[src/rtl/conv55_pkg.sv]
// Shared constants and FSM state type for the 5x5 convolution MAC scheduler.
package conv55_pkg;

    localparam int TAPS    = 25;
    localparam int DW      = 8;
    localparam int PW      = 16;
    localparam int AW      = 21;
    localparam int OW      = 18;
    localparam int SAT_MAX = 262143;

    typedef enum logic [1:0] {
        IDLE  = 2'd0,
        KLOAD = 2'd1,
        ACC   = 2'd2,
        OUT   = 2'd3
    } state_t;

endpackage

[src/rtl/conv55_mac_sched_if.sv]
// Kernel-load, pixel and result handshakes of the convolution MAC scheduler.
interface conv55_mac_sched_if
    import conv55_pkg::*;
#(
    parameter int DW = conv55_pkg::DW,
    parameter int OW = conv55_pkg::OW
);
    logic          kload_valid;
    logic [DW-1:0] kload_data;
    logic          kload_ready;
    logic          pix_valid;
    logic [DW-1:0] pix_data;
    logic          pix_ready;
    logic          out_valid;
    logic [OW-1:0] out_data;
    logic          out_sat;
    logic          out_ready;
    logic          kernel_ok;

    modport master (
        output kload_valid, kload_data, pix_valid, pix_data, out_ready,
        input  kload_ready, pix_ready, out_valid, out_data, out_sat,
        input  kernel_ok
    );

    modport slave (
        input  kload_valid, kload_data, pix_valid, pix_data, out_ready,
        output kload_ready, pix_ready, out_valid, out_data, out_sat,
        output kernel_ok
    );
endinterface

[src/rtl/conv55_mul8u.sv]
// Single shared unsigned byte multiplier, exact product.
module conv55_mul8u
    import conv55_pkg::*;
(
    input  logic [DW-1:0] a,
    input  logic [DW-1:0] b,
    output logic [PW-1:0] p
);
    assign p = PW'(a) * PW'(b);
endmodule

[src/rtl/conv55_mac_sched.sv]
// Time-shared 25-tap multiply-accumulate with kernel register file.
module conv55_mac_sched
    import conv55_pkg::*;
#(
    parameter int TAPS = conv55_pkg::TAPS,
    parameter int DW   = conv55_pkg::DW,
    parameter int OW   = conv55_pkg::OW
)(
    input  logic                clk,
    input  logic                rst,
    conv55_mac_sched_if.slave   bus
);
    localparam int IW = $clog2(TAPS);
    localparam logic [AW-1:0] SAT_LIM = AW'((64'd1 << OW) - 64'd1);

    state_t          state;
    logic [IW-1:0]   idx;
    logic [AW-1:0]   acc;
    logic [AW-1:0]   acc_sum;
    logic [PW-1:0]   prod;
    logic [DW-1:0]   taps [TAPS];
    logic            last;
    logic            sat;
    logic            kernel_ok;
    logic            out_valid;
    logic [OW-1:0]   out_data;
    logic            out_sat;
    logic            kload_ready;
    logic            pix_ready;
    logic            kload_fire;
    logic            pix_fire;

    conv55_mul8u u_mul (
        .a (bus.pix_data),
        .b (taps[idx]),
        .p (prod)
    );

    assign last       = (idx == IW'(TAPS - 1));
    assign acc_sum    = acc + AW'(prod);
    assign sat        = (acc_sum > SAT_LIM);
    assign kload_fire = bus.kload_valid & kload_ready;
    assign pix_fire   = bus.pix_valid & pix_ready;

    always_comb begin
        kload_ready = 1'b0;
        pix_ready   = 1'b0;
        unique case (state)
            IDLE: begin
                kload_ready = 1'b1;
                pix_ready   = kernel_ok & ~bus.kload_valid;
            end
            KLOAD: kload_ready = 1'b1;
            ACC:   pix_ready   = 1'b1;
            default: ;
        endcase
    end

    // Tap storage is intentionally not reset; kernel_ok guards its use.
    always_ff @(posedge clk) begin
        if (!rst && kload_fire)
            taps[idx] <= bus.kload_data;
    end

    always_ff @(posedge clk) begin
        if (rst) begin
            state     <= IDLE;
            idx       <= '0;
            acc       <= '0;
            out_valid <= 1'b0;
            out_data  <= '0;
            out_sat   <= 1'b0;
            kernel_ok <= 1'b0;
        end else begin
            unique case (state)
                IDLE: begin
                    if (kload_fire) begin
                        kernel_ok <= 1'b0;
                        idx       <= IW'(1);
                        state     <= KLOAD;
                    end else if (pix_fire) begin
                        acc   <= AW'(prod);
                        idx   <= IW'(1);
                        state <= ACC;
                    end
                end
                KLOAD: begin
                    if (kload_fire) begin
                        if (last) begin
                            kernel_ok <= 1'b1;
                            idx       <= '0;
                            state     <= IDLE;
                        end else begin
                            idx <= idx + IW'(1);
                        end
                    end
                end
                ACC: begin
                    if (pix_fire) begin
                        acc <= acc_sum;
                        if (last) begin
                            out_data  <= sat ? OW'(SAT_LIM) : acc_sum[OW-1:0];
                            out_sat   <= sat;
                            out_valid <= 1'b1;
                            idx       <= '0;
                            state     <= OUT;
                        end else begin
                            idx <= idx + IW'(1);
                        end
                    end
                end
                OUT: begin
                    if (bus.out_ready) begin
                        out_valid <= 1'b0;
                        state     <= IDLE;
                    end
                end
                default: state <= IDLE;
            endcase
        end
    end

    assign bus.kload_ready = kload_ready;
    assign bus.pix_ready   = pix_ready;
    assign bus.out_valid   = out_valid;
    assign bus.out_data    = out_data;
    assign bus.out_sat     = out_sat;
    assign bus.kernel_ok   = kernel_ok;
endmodule

[src/flat_wrapper.sv]
// flat-port wrapper written by rule: the top's interface ports become plain ports
module conv55_mac_sched_flat import conv55_pkg::*;
#(
    parameter int TAPS = conv55_pkg::TAPS,
    parameter int DW   = conv55_pkg::DW,
    parameter int OW   = conv55_pkg::OW
)
  (clk, rst, bus_kload_valid, bus_kload_data, bus_pix_valid, bus_pix_data, bus_out_ready, bus_kload_ready, bus_pix_ready, bus_out_valid, bus_out_data, bus_out_sat, bus_kernel_ok);
  conv55_mac_sched_if #(.DW(DW), .OW(OW)) bus_i ();
  input  logic clk;
  input  logic rst;
  input wire logic [$bits(bus_i.kload_valid)-1:0] bus_kload_valid;
  input wire logic [$bits(bus_i.kload_data)-1:0] bus_kload_data;
  input wire logic [$bits(bus_i.pix_valid)-1:0] bus_pix_valid;
  input wire logic [$bits(bus_i.pix_data)-1:0] bus_pix_data;
  input wire logic [$bits(bus_i.out_ready)-1:0] bus_out_ready;
  output wire logic [$bits(bus_i.kload_ready)-1:0] bus_kload_ready;
  output wire logic [$bits(bus_i.pix_ready)-1:0] bus_pix_ready;
  output wire logic [$bits(bus_i.out_valid)-1:0] bus_out_valid;
  output wire logic [$bits(bus_i.out_data)-1:0] bus_out_data;
  output wire logic [$bits(bus_i.out_sat)-1:0] bus_out_sat;
  output wire logic [$bits(bus_i.kernel_ok)-1:0] bus_kernel_ok;
  assign bus_i.kload_valid = bus_kload_valid;
  assign bus_i.kload_data = bus_kload_data;
  assign bus_i.pix_valid = bus_pix_valid;
  assign bus_i.pix_data = bus_pix_data;
  assign bus_i.out_ready = bus_out_ready;
  assign bus_kload_ready = bus_i.kload_ready;
  assign bus_pix_ready = bus_i.pix_ready;
  assign bus_out_valid = bus_i.out_valid;
  assign bus_out_data = bus_i.out_data;
  assign bus_out_sat = bus_i.out_sat;
  assign bus_kernel_ok = bus_i.kernel_ok;
  conv55_mac_sched #(.TAPS(TAPS), .DW(DW), .OW(OW)) u_core (.clk(clk), .rst(rst), .bus(bus_i));
endmodule
[config.mk]
export PLATFORM = sky130hd
export DESIGN_NAME = conv55_mac_sched_flat
export DESIGN_NICKNAME = d
export VERILOG_FILES = /design/src/rtl/conv55_pkg.sv /design/src/rtl/conv55_mac_sched_if.sv /design/src/rtl/conv55_mul8u.sv /design/src/rtl/conv55_mac_sched.sv /design/src/flat_wrapper.sv
export SDC_FILE = /design/constraint.sdc
export NUM_CORES = 1
export LEC_CHECK = 0
export ABC_AREA = 1
export ABC_CLOCK_PERIOD_IN_PS = 6200
export BUFFER_PORTS_ARGS = -buffer_cell sky130_fd_sc_hd__buf_2
export CAP_MARGIN = 25
export CORE_ASPECT_RATIO = 2
export CORE_MARGIN = 1.5
export CORE_UTILIZATION = 41
export CTS_BUF_LIST = sky130_fd_sc_hd__clkbuf_4 sky130_fd_sc_hd__clkbuf_8
export DETAILED_ROUTE_END_ITERATION = 8
export PLACE_DENSITY = 0.66
export SLEW_MARGIN = 20
export SYNTH_ARGS = -nofsm -noshare
export SYNTH_HDL_FRONTEND = slang
export SYNTH_SLANG_ARGS = --single-unit
[constraint.sdc]
create_clock -name clk -period 6.2 [get_ports clk]
set_clock_uncertainty 0.1 [all_clocks]
set_input_delay 1.24 -clock clk [delete_from_list [all_inputs] [get_ports clk]]
set_output_delay 1.24 -clock clk [all_outputs]
set_load 0.1 [all_outputs]
==> results of run 1 <==
[worst max-delay path by stage]
stage	to	slack, ns	cells after the start	start
global placement	u_core.bus.out_data[14]	-0.78	36	flop
global route	u_core.bus.out_data[2]	-0.55	35	flop
finish	u_core.bus.out_data[1]	-0.29	38	flop
floorplan	u_core.bus.out_data[10]	0.04	30	bus_pix_data[3]
CTS	u_core.bus.out_data[0]	-0.23	36	flop
detailed placement	u_core.bus.out_data[14]	-0.81	36	flop
[stage by stage]
stage          setup TNS [ns]  cell area (µm²)  util, %
6_report                -6.19            19200     57.1
5_1_grt                -14.14            19200     57.1
4_1_cts                 -4.56            18200     54.2
3_5_place_dp           -20.93            15900     47.3
3_3_place_gp           -20.33            15900     47.3
2_1_floorplan               0            14000        -
[Yosys cell counts, types with 2 or more instances]
cell type	number	area, µm²
nand2_1	282	1060
nor2_1	212	796
edfxtp_1	200	6010
inv_1	182	683
nand3_1	124	621
o21ai_0	95	475
ha_1	62	776
dfxtp_1	54	1080
a21oi_1	46	230
fa_1	37	741
clkbuf_1	30	113
o221ai_1	26	228
o21a_1	18	135
buf_2	15	75.1
nand3_2	14	140
xor2_1	13	114
inv_2	11	41.3
nand2_2	10	62.6
nand4_1	10	62.6
o21ai_1	10	50.1
nor3_1	6	30.0
o22ai_1	6	37.5
and2_1	4	25.0
nor2_2	4	25.0
o211ai_1	4	30.0
xnor2_1	4	35.0
a31oi_1	3	18.8
nor2_4	3	33.8
a211oi_1	2	15.0
a21boi_0	2	15.0
a22oi_1	2	15.0
buf_1	2	7.51
buf_12	2	40.0
clkbuf_8	2	27.5
nand2_4	2	22.5
o21bai_1	2	15.0
or2_2	2	12.5
[registers in the layout, summed over array words and instances (netlist names), named ones only]
signal	flops
u_core.state	2
u_core.bus.out_valid	1
u_core.bus.out_sat	1
u_core.idx	5
u_core.bus.out_data	18
u_core.acc	21
u_core.bus.kernel_ok	1
u_core.taps	200
[what timing repair did]
action | 4_1_cts | 5_1_grt
setup endpoints to repair | 34 | 34
hold endpoints to repair | 0 | 0
gates cloned | 12 | 4
resized for setup | 248 | 205
pin swaps | 85 | 131
buffers inserted | 44 | 22
[critical path: cells and delay by family, from the launching register on]
kind,cells,cell delay [ns]
buffers and inverters,11,1.11
adder cells (fa/ha/maj),6,2.52
AO/OA/AOI/OAI,3,0.53
AND/OR/NAND/NOR,17,1.52
flip-flops,1,0.39
XOR/XNOR,1,0.24
[metal layers]
metal / track usage [%] / part of all wire (%) / up-vias
met1: 21.1 / 31 / 5828
met4: 20.8 / 9.7 / 0
met5: 0 / 0 / -
li1: - / - / 5624
met3: 2.99 / 3.7 / 217
met2: 48.1 / 56 / 432
[cell usage in the layout, fill, tap and decap left out, types with 12 or more instances in the layout]
master,count
buf_4,183
a21oi_4,12
nor2_1,160
fa_1,33
o21ai_0,63
nand2_4,38
ha_1,40
inv_1,157
nand3_1,96
inv_2,30
o21ai_2,13
buf_12,18
nor2_2,31
buf_2,43
o21a_1,18
a21oi_1,26
nand2_1,194
nand2_2,61
o221ai_1,18
ha_4,21
buf_6,27
o21ai_1,28
dfxtp_1,51
edfxtp_1,200
clkbuf_8,37
nor2_4,28
nand3_2,37
[cell type report]
cell class,instances,area (µm²)
repair inverters,3,28.8
clock buffers,48,592
multi-input cells,1013,7460
flip-flops and latches,254,7090
clock inverters,15,114
inverters,195,759
well taps,436,546
repair buffers,285,2620
fillers,2718,14400
[kinds of logic after synthesis]
| logic type | Yosys count | share of synthesized area [%] |
|---|---|---|
| AO/OA/AOI/OAI | 220 | 9.28 |
| XOR/XNOR | 17 | 1.06 |
| buffers and inverters | 247 | 7.21 |
| AND/OR/NAND/NOR | 677 | 21.0 |
| flip-flops | 254 | 50.6 |
| adder cells (fa/ha/maj) | 99 | 10.8 |
==> metrics.yaml, run 1 <==
global_route:
  grt_pass1_vias: 12601
  antenna_found_initial: 0
  grt_pass1_wl_mm: 65.8
  grt_overflow: 0
  grt_max_degree: 27
  gr-usage-all-layers_pct: 24.5
clocking:
  clk_latency_ns: 0.56
  numCtsBuffers: 37
  cts_sinks: 254
  cts_root_buffer: "clkbuf_8"
  path_clk_slew_ns: 0.07
  ctsHoldBuffers: 0
  clock_path_buffers: 3
  tritoncts: "yes"
  cts_max_level: 2
synth:
  synth_area_mm2: 0.0140
  syn_area_per_cell_um2: 9.24
  synth_edf_count: 200
  ys_seq_area_share_pct: 50.6
  yosysUniqueCellTypes: 48
  yosysWarnings: 0
  synth-main-ff-cell: "edfxtp_1"
  ys_ff_latch: 254
  async_flop_share_pct: 0
  synth_fp_nets: 1634
  synthCells: 1514
routing:
  wl_mm: 44.1
  antenna_left: 0
  drc: 0
  dr.pass1.iters: 5
  vias: 12101
  vias_per_cell: 5.38
  drtIter0Drc: 655
  wl_per_cell_um: 19.6
finish:
  layoutNonFillerInstCount: 2249
  final_nets: 1909
  area_growth_pct: 37.3
  drive_above_1_share_pct: 37.3
  antenna_cells: 0
sta:
  min_period_ns: 6.49
  finalHoldViolations: 0
  timing.slew.headroom_pct: 37.8
  finalWorstSetupSlack_ns: -0.288
  slew_viol_final: 0
  period_share_pct: 105
  whs_ns: 0.363
  tightestPinTransition_ns: 0.930
  rsz0062_at_grt: "true"
  fmax_mhz: 154
  finalSetupViolCount: 28
floorplanning:
  die_h_um: 264
  die_area_mm2: 0.0353
  core_area_mm2: 0.0336
  io_pins: 44
  fp.dieW_um: 134
  start_util_pct: 41.6
  fp-row-count: 95
min_path:
  hold_depth: 2
  hold_class: "reg2reg"
  min_to: "u_core.bus.out_valid"
  hp-start: "u_core.bus.out_valid"
setup_path:
  cp_slowest_cell: "fa_1"
  crit_fanout: 8
  worstReg2RegEnd: "u_core.bus.out_data[1]"
  critPathKind: "reg2reg"
  r2r_slack_ns: -0.29
  slowest_delay_ns: 0.57
  reg2reg_depth: 38
  worstPathRequired_ns: 6.61
  crit_arrival_ns: 6.90
  start_kind: "flop"
  end_kind: "flop"
placement:
  gp_congestion: 0.941
  port_buffers: 43
  post-dp-hpwl_mm: 30.0
  dpl_worst_slack_ns: -0.810
  placed_cells: 2110
run:
  drv_cap: 0
run_status:
  status: "complete, but fails checks"
  violations: "negative setup slack"
Power of run 1 is not shown: default switching activity piles up to over one toggle a cycle in this logic, so the estimate is an artifact.
==> run 2, diff against run 1 <==
Settings changed: CELL_PAD_IN_SITES_DETAIL_PLACEMENT from default to 1, CELL_PAD_IN_SITES_GLOBAL_PLACEMENT from default to 1, PLACE_DENSITY 0.66 to default, PLACE_DENSITY_LB_ADDON from default to 0.1.
==> metrics.yaml, run 2 (synthesis results as in run 1) <==
run:
  drv_cap: 0  # unchanged
clocking:
  ctsHoldBuffers: 0  # unchanged
  cts_sinks: 254  # unchanged
  path_clk_slew_ns: 0.07  # about the same
  clock_path_buffers: 3  # unchanged
  numCtsBuffers: 38  # +2.7%
  clk_latency_ns: 0.58  # +0.02 ns
  tritoncts: "yes"
  cts_root_buffer: "clkbuf_8"
  cts_max_level: 2  # unchanged
sta:
  fmax_mhz: 150  # -2.5%
  finalWorstSetupSlack_ns: -0.454  # -0.166 ns
  timing.slew.headroom_pct: 29.1  # -8.6 points
  whs_ns: 0.349  # -0.0145 ns
  period_share_pct: 107  # +2.7 points
  finalSetupViolCount: 33  # +18%
  tightestPinTransition_ns: 1.06  # +0.129 ns
  finalHoldViolations: 0  # unchanged
  min_period_ns: 6.65  # +0.166 ns
  rsz0062_at_grt: "true"
  slew_viol_final: 0  # unchanged
placement:
  gp_congestion: 0.877  # -6.8%
  placed_cells: 2103  # -0.33%
  dpl_worst_slack_ns: -1.12  # -0.313 ns
  post-dp-hpwl_mm: 34.5  # +15%
  port_buffers: 43  # unchanged
setup_path:
  endpoint: "u_core.bus.out_data[4]"
  worstPathRequired_ns: 6.56  # -0.05 ns
  worstReg2RegEnd: "u_core.bus.out_data[4]"
  critPathKind: "reg2reg"
  path_common_cell: "nand2_4"
  reg2reg_depth: 37  # -2.6%
  crit_arrival_ns: 7.02  # +0.12 ns
  cp_slowest_cell: "fa_1"
  slowest_delay_ns: 0.57  # about the same
  crit_fanout: 8  # unchanged
  end_kind: "flop"
  start_kind: "flop"
  r2r_slack_ns: -0.45  # -0.17 ns
routing:
  drc: 0  # unchanged
  antenna_left: 0  # unchanged
  drt-met1-wl_mm: 15.0  # +11%
  drtIter0Drc: 446  # -32%
  vias: 12062  # -0.32%
  vias_per_cell: 5.40  # +0.39%
  wl_per_cell_um: 22.2  # +13%
  wl_mm: 49.5  # +12%
  wl_met3_mm: 1.16  # -28%
  routed-wl-met2_mm: 30.0  # +22%
  highest-signal-layer: "met4"
  dr.pass1.iters: 5  # unchanged
global_route:
  grt_pass1_vias: 13058  # +3.6%
  gr-usage-all-layers_pct: 26.5  # +2.0 points
  grt_pass1_wl_mm: 70.5  # +7.1%
  antenna_found_initial: 1  # +1
  grt_max_degree: 31  # +15%
  grt_overflow: 0  # unchanged
finish:
  area_growth_pct: 35.1
  largest_register_ff_count: 200  # unchanged
  regMostFlops: "u_core.taps"
  final_nets: 1889  # -1.0%
  largestRegisters: "u_core.taps (200), u_core.acc (21), u_core.bus.out_data (18)"
  final_cell_mix: "nand2_1 (217), edfxtp_1 (200), buf_4 (176)"
  layoutNonFillerInstCount: 2233  # -0.71%
  final_common_cell: "nand2_1"
  drive_above_1_share_pct: 35.3  # -2.0 points
floorplanning:
  start_util_pct: 41.6  # unchanged
  die_h_um: 264  # unchanged
  io_pins: 44  # unchanged
  fp.dieW_um: 134  # unchanged
  die_area_mm2: 0.0353  # unchanged
  fp-row-count: 95  # unchanged
  core_area_mm2: 0.0336  # unchanged
run_status:
  violations: "negative setup slack"
  status: "complete, but fails checks"
min_path:
  hold_class: "reg2reg"
==> run 2: cell count changes in the layout (fill, tap and decap cells not counted), sizes merged <==
| cell | change |
|---|---|
| buf | -27 |
| inv | -3 |
| diode | +1 |
| clkinvlp | -3 |
| clkbuf | +14 |
| bufbuf | -1 |
| clkinv | +3 |
==> run 2: layout make-up <==
| cell class | instances | area (µm²) |
|---|---|---|
| Antenna cell | 1 | 2.50 |
| Fill cell | 3717 | 14700 |
| Clock inverter | 12 | 83.8 |
| Clock buffer | 55 | 669 |
| Inverter | 195 | 767 |
| Timing Repair inverter | 3 | 26.3 |
| Tap cell | 436 | 546 |
| Sequential cell | 254 | 7090 |
| Timing Repair Buffer | 264 | 2360 |
| Multi-Input combinational cell | 1013 | 7360 |
==> run 2: worst max-delay path: cells and delay by family (launching register included) <==
family | cells | cell delay (ns)
AO/OA/AOI/OAI | 3 | 0.52
XOR/XNOR | 1 | 0.23
AND/OR/NAND/NOR | 16 | 1.60
adder cells (fa/ha/maj) | 6 | 2.45
flip-flops | 1 | 0.50
buffers and inverters | 11 | 1.13
==> run 2: how the worst min path moves through the flow <==
| stage | startpoint | endpoint | slack, ns | cells past startpoint |
|---|---|---|---|---|
| 5_1_grt | u_core.bus.out_valid | u_core.bus.out_valid | 0.39 | 2 |
| 4_1_cts | u_core.bus.out_valid | u_core.bus.out_valid | 0.36 | 2 |
| 6_report | u_core.bus.out_valid | u_core.bus.out_valid | 0.35 | 2 |
| 3_3_place_gp | u_core.bus.out_valid | u_core.bus.out_valid | 0.34 | 2 |
| 3_5_place_dp | u_core.bus.out_valid | u_core.bus.out_valid | 0.35 | 2 |
| 2_1_floorplan | u_core.acc[3] | u_core.acc[3] | 0.36 | 2 |
==> run 2: through the flow <==
step	instance area, µm²	util (%)	setup TNS (ns)
final	18900	56.2	-11.57
after detailed placement	15800	47.1	-31.79
after CTS	17200	51.2	-12.39
after floorplan	14000	-	0
after global placement	15800	47.1	-26.35
after global routing	18900	56.2	-20.42
==> run 2: layer usage <==
metal	vias up	global-route usage, %
li1	5569	-
met5	-	0
met4	0	16.8
met1	6098	22.2
met2	243	56.0
met3	152	2.55
==> run 2: repair_timing <==
item                                    in CTS  in global routing
endpoints found under the setup margin      34                 34
endpoints found under the hold margin        0                  0
pin swaps                                   31                134
gates resized for setup                    122                276
gates cloned                                 2                 15
buffers inserted                             9                 37
Power of run 2 is left out for the same reason.
==> run 3, diff against run 2 <==
--- a/config.mk
+++ b/config.mk
@@ -7,3 +7,2 @@
 export LEC_CHECK = 0
-export ABC_AREA = 1
 export ABC_CLOCK_PERIOD_IN_PS = 6200
@@ -19,3 +18,2 @@
 export PLACE_DENSITY_LB_ADDON = 0.1
-export SLEW_MARGIN = 20
 export SYNTH_ARGS = -nofsm -noshare
--- a/constraint.sdc
+++ b/constraint.sdc
@@ -4,2 +4,2 @@
 set_output_delay 1.24 -clock clk [all_outputs]
-set_load 0.1 [all_outputs]
+set_load 0.005 [all_outputs]
==> metrics.yaml, run 3 <==
run_status:
  status: "complete, but fails checks"
  violations: "negative setup slack"
synth:
  ys_ff_latch: 254  # unchanged
  syn_area_per_cell_um2: 13.4  # +45%
  async_flop_share_pct: 0  # unchanged
  synthCells: 975  # -36%
  synth_top_area_cell: "edfxtp_1"
  yosysWarnings: 0  # unchanged
  synth_top_area_share_pct: 46.0  # +3.1 points
  synth-main-ff-cell: "edfxtp_1"
  synth_area_leaders: "edfxtp_1 (46%), mux4_2 (9.1%), dfxtp_1 (8.3%)"
  synth_edf_count: 200  # unchanged
  ys_seq_area_share_pct: 54.3  # +3.6 points
  synth_commonest_cells: "edfxtp_1 (200), nor2_1 (82), inv_1 (71), ha_1 (62), nand2_1 (62)"
  synth_area_mm2: 0.0131  # -6.7%
  synth_fp_nets: 1095  # -33%
  synth.most_common_cell: "edfxtp_1"
  yosysUniqueCellTypes: 68  # +42%
setup_path:
  worstPathRequired_ns: 6.53  # -0.03 ns
  end_kind: "flop"
  crit_fanout: 7  # -1
  start_kind: "flop"
  reg2reg_depth: 26  # -30%
  worstReg2RegEnd: "u_core.bus.out_data[12]"
  critPathKind: "reg2reg"
  r2r_slack_ns: -1.21  # -0.76 ns
  crit_arrival_ns: 7.74  # +0.72 ns
clocking:
  cts_sinks: 254  # unchanged
  tritoncts: "yes"
  numCtsBuffers: 39  # +2.6%
  clock_path_buffers: 3  # unchanged
  cts_max_level: 2  # unchanged
  cts_root_buffer: "clkbuf_8"
  ctsHoldBuffers: 0  # unchanged
  path_clk_slew_ns: 0.06  # about the same
  clk_latency_ns: 0.56  # -0.02 ns
routing:
  wl_mm: 37.7  # -24%
  antenna_left: 0  # unchanged
  dr.pass1.iters: 4  # -1
  wl_per_cell_um: 23.0  # +3.7%
  vias_per_cell: 5.29  # -2.1%
  vias: 8653  # -28%
  drtIter0Drc: 390  # -13%
  drc: 0  # unchanged
sta:
  finalWorstSetupSlack_ns: -1.21  # -0.756 ns
  fmax_mhz: 135  # -10%
  setup_tns_ns: -32.67  # -21.10 ns
  finalSetupViolCount: 33  # unchanged
  rsz0062_at_grt: "true"
  period_share_pct: 120  # +12 points
  tightestPinTransition_ns: 0.897  # -0.162 ns
  slew_viol_final: 0  # unchanged
  timing.slew.headroom_pct: 40.0  # +11 points
  finalHoldViolations: 0  # unchanged
  min_period_ns: 7.41  # +0.756 ns
global_route:
  gr-usage-all-layers_pct: 23.4  # -3.1 points
  grt_max_degree: 33  # +6.5%
  grt_overflow: 0  # unchanged
  grt_pass1_wl_mm: 56.5  # -20%
  antenna_found_initial: 1  # unchanged
  grt_pass1_vias: 9634  # -26%
finish:
  final_nets: 1304  # -31%
  layoutNonFillerInstCount: 1637  # -27%
  largest_register_ff_count: 200  # unchanged
  final_cell_mix: "edfxtp_1 (200), buf_4 (130), nor2_1 (75)"
  regMostFlops: "u_core.taps"
  num-fill-cells: 3134  # -16%
  largestRegisters: "u_core.taps (200), u_core.acc (21), u_core.bus.out_data (18)"
  final_common_cell: "edfxtp_1"
  area_growth_pct: 28.6
  drive_above_1_share_pct: 39.3  # +4.0 points
  layout.core_utilization_pct: 53.4  # -2.8 points
floorplanning:
  fp.dieW_um: 129  # -3.3%
  die_area_mm2: 0.0330  # -6.6%
  die_h_um: 255  # -3.4%
  start_util_pct: 41.6  # -0.052 points
  core_area_mm2: 0.0314  # -6.6%
  io_pins: 44  # unchanged
  fp-row-count: 92  # -3.2%
run:
  drv_cap: 0  # unchanged
placement:
  post-dp-hpwl_mm: 28.2  # -18%
  gp_congestion: 0.856  # -2.5%
  port_buffers: 43  # unchanged
  placed_cells: 1532  # -27%
min_path:
  hold_depth: 2  # unchanged
  hp-start: "u_core.acc[1]"
  hold_class: "reg2reg"
  min_to: "u_core.acc[1]"
[run 3: cell types whose count changed in the layout (fill, tap and decap cells not counted), sizes merged, moves of 15 or more]
cell / previous run / this run
and2: 4 / 53
buf: 253 / 205
clkbuf: 66 / 50
inv: 194 / 72
mux4: 0 / 56
nand2: 294 / 62
nand3: 138 / 13
nor2: 220 / 82
o21ai: 106 / 41
o221ai: 26 / 1
xnor2: 4 / 19
[run 3: area by class of cell]
| class | instances | area, µm² | share of cell area [%] |
|---|---|---|---|
| Tap cell | 423 | 529 | 3.15 |
| Timing Repair Buffer | 205 | 1670 | 9.97 |
| Antenna cell | 1 | 2.50 | 0.0149 |
| Clock inverter | 20 | 169 | 1.01 |
| Multi-Input combinational cell | 612 | 6430 | 38.3 |
| Sequential cell | 254 | 7090 | 42.2 |
| Clock buffer | 50 | 626 | 3.73 |
| Inverter | 72 | 270 | 1.61 |
[run 3: how the worst max path moves through the flow]
stage                     from                       to
after detailed placement  flop   u_core.bus.out_data[8]
after floorplan           flop   u_core.bus.out_data[8]
after global placement    flop   u_core.bus.out_data[8]
after CTS                 flop  u_core.bus.out_data[17]
final                     flop  u_core.bus.out_data[12]
after global routing      flop  u_core.bus.out_data[13]
[run 3: through the flow]
stage	setup WS, ns	area [µm²]	hold WS, ns
2_1_floorplan	-0.938	13200	0.349
3_3_place_gp	-1.39	14900	0.369
3_5_place_dp	-1.58	14900	0.380
4_1_cts	-1.20	16500	0.389
5_1_grt	-1.47	16800	0.432
6_report	-1.21	16800	0.390
[run 3: worst max-delay path: stages (launching register included)]
cell     delay, ns
dfxtp_4       0.46
buf_12        0.17
buf_4         0.11
mux4_2        0.50
mux4_2        0.48
mux2_4        0.32
and2_4        0.17
fa_1          0.55
inv_2         0.05
fa_1          0.55
inv_2         0.04
fa_1          0.57
ha_4          0.21
ha_4          0.24
a21o_1        0.16
a21o_1        0.20
a21o_1        0.20
a31o_1        0.19
a21oi_2       0.17
xnor2_2       0.15
ha_4          0.33
a21oi_4       0.07
a21oi_2       0.18
mux2i_1       0.23
mux2i_1       0.13
or4_4         0.55
o21a_1        0.20
[run 3: logic make-up (layout without fill, tap and decap cells)]
group | count (synthesis) | in the layout | synth area share (%)
other | 0 | 1 | 0
XOR/XNOR | 29 | 29 | 1.95
buffers and inverters | 109 | 347 | 3.37
AO/OA/AOI/OAI | 155 | 155 | 7.78
adder cells (fa/ha/maj) | 99 | 99 | 11.6
flip-flops | 254 | 254 | 54.3
multiplexers | 78 | 78 | 11.7
AND/OR/NAND/NOR | 251 | 251 | 9.28
[run 3: layer usage]
| metal | global-route usage, % | routed length [µm] | up-vias |
|---|---|---|---|
| met2 | 48.0 | 23100 | 165 |
| met1 | 20.7 | 11600 | 4387 |
| met4 | 12.9 | 2180 | 0 |
| met3 | 2.64 | 821 | 98 |
| li1 | - | - | 4003 |
| met5 | 0 | 0 | - |
[run 3: what timing repair did]
item,in CTS,in global routing
gates cloned,2,0
resized for setup,102,63
pin swaps,52,33
buffers inserted,23,12
endpoints found under the setup margin,34,35
Power of run 3 is left out for the same reason.
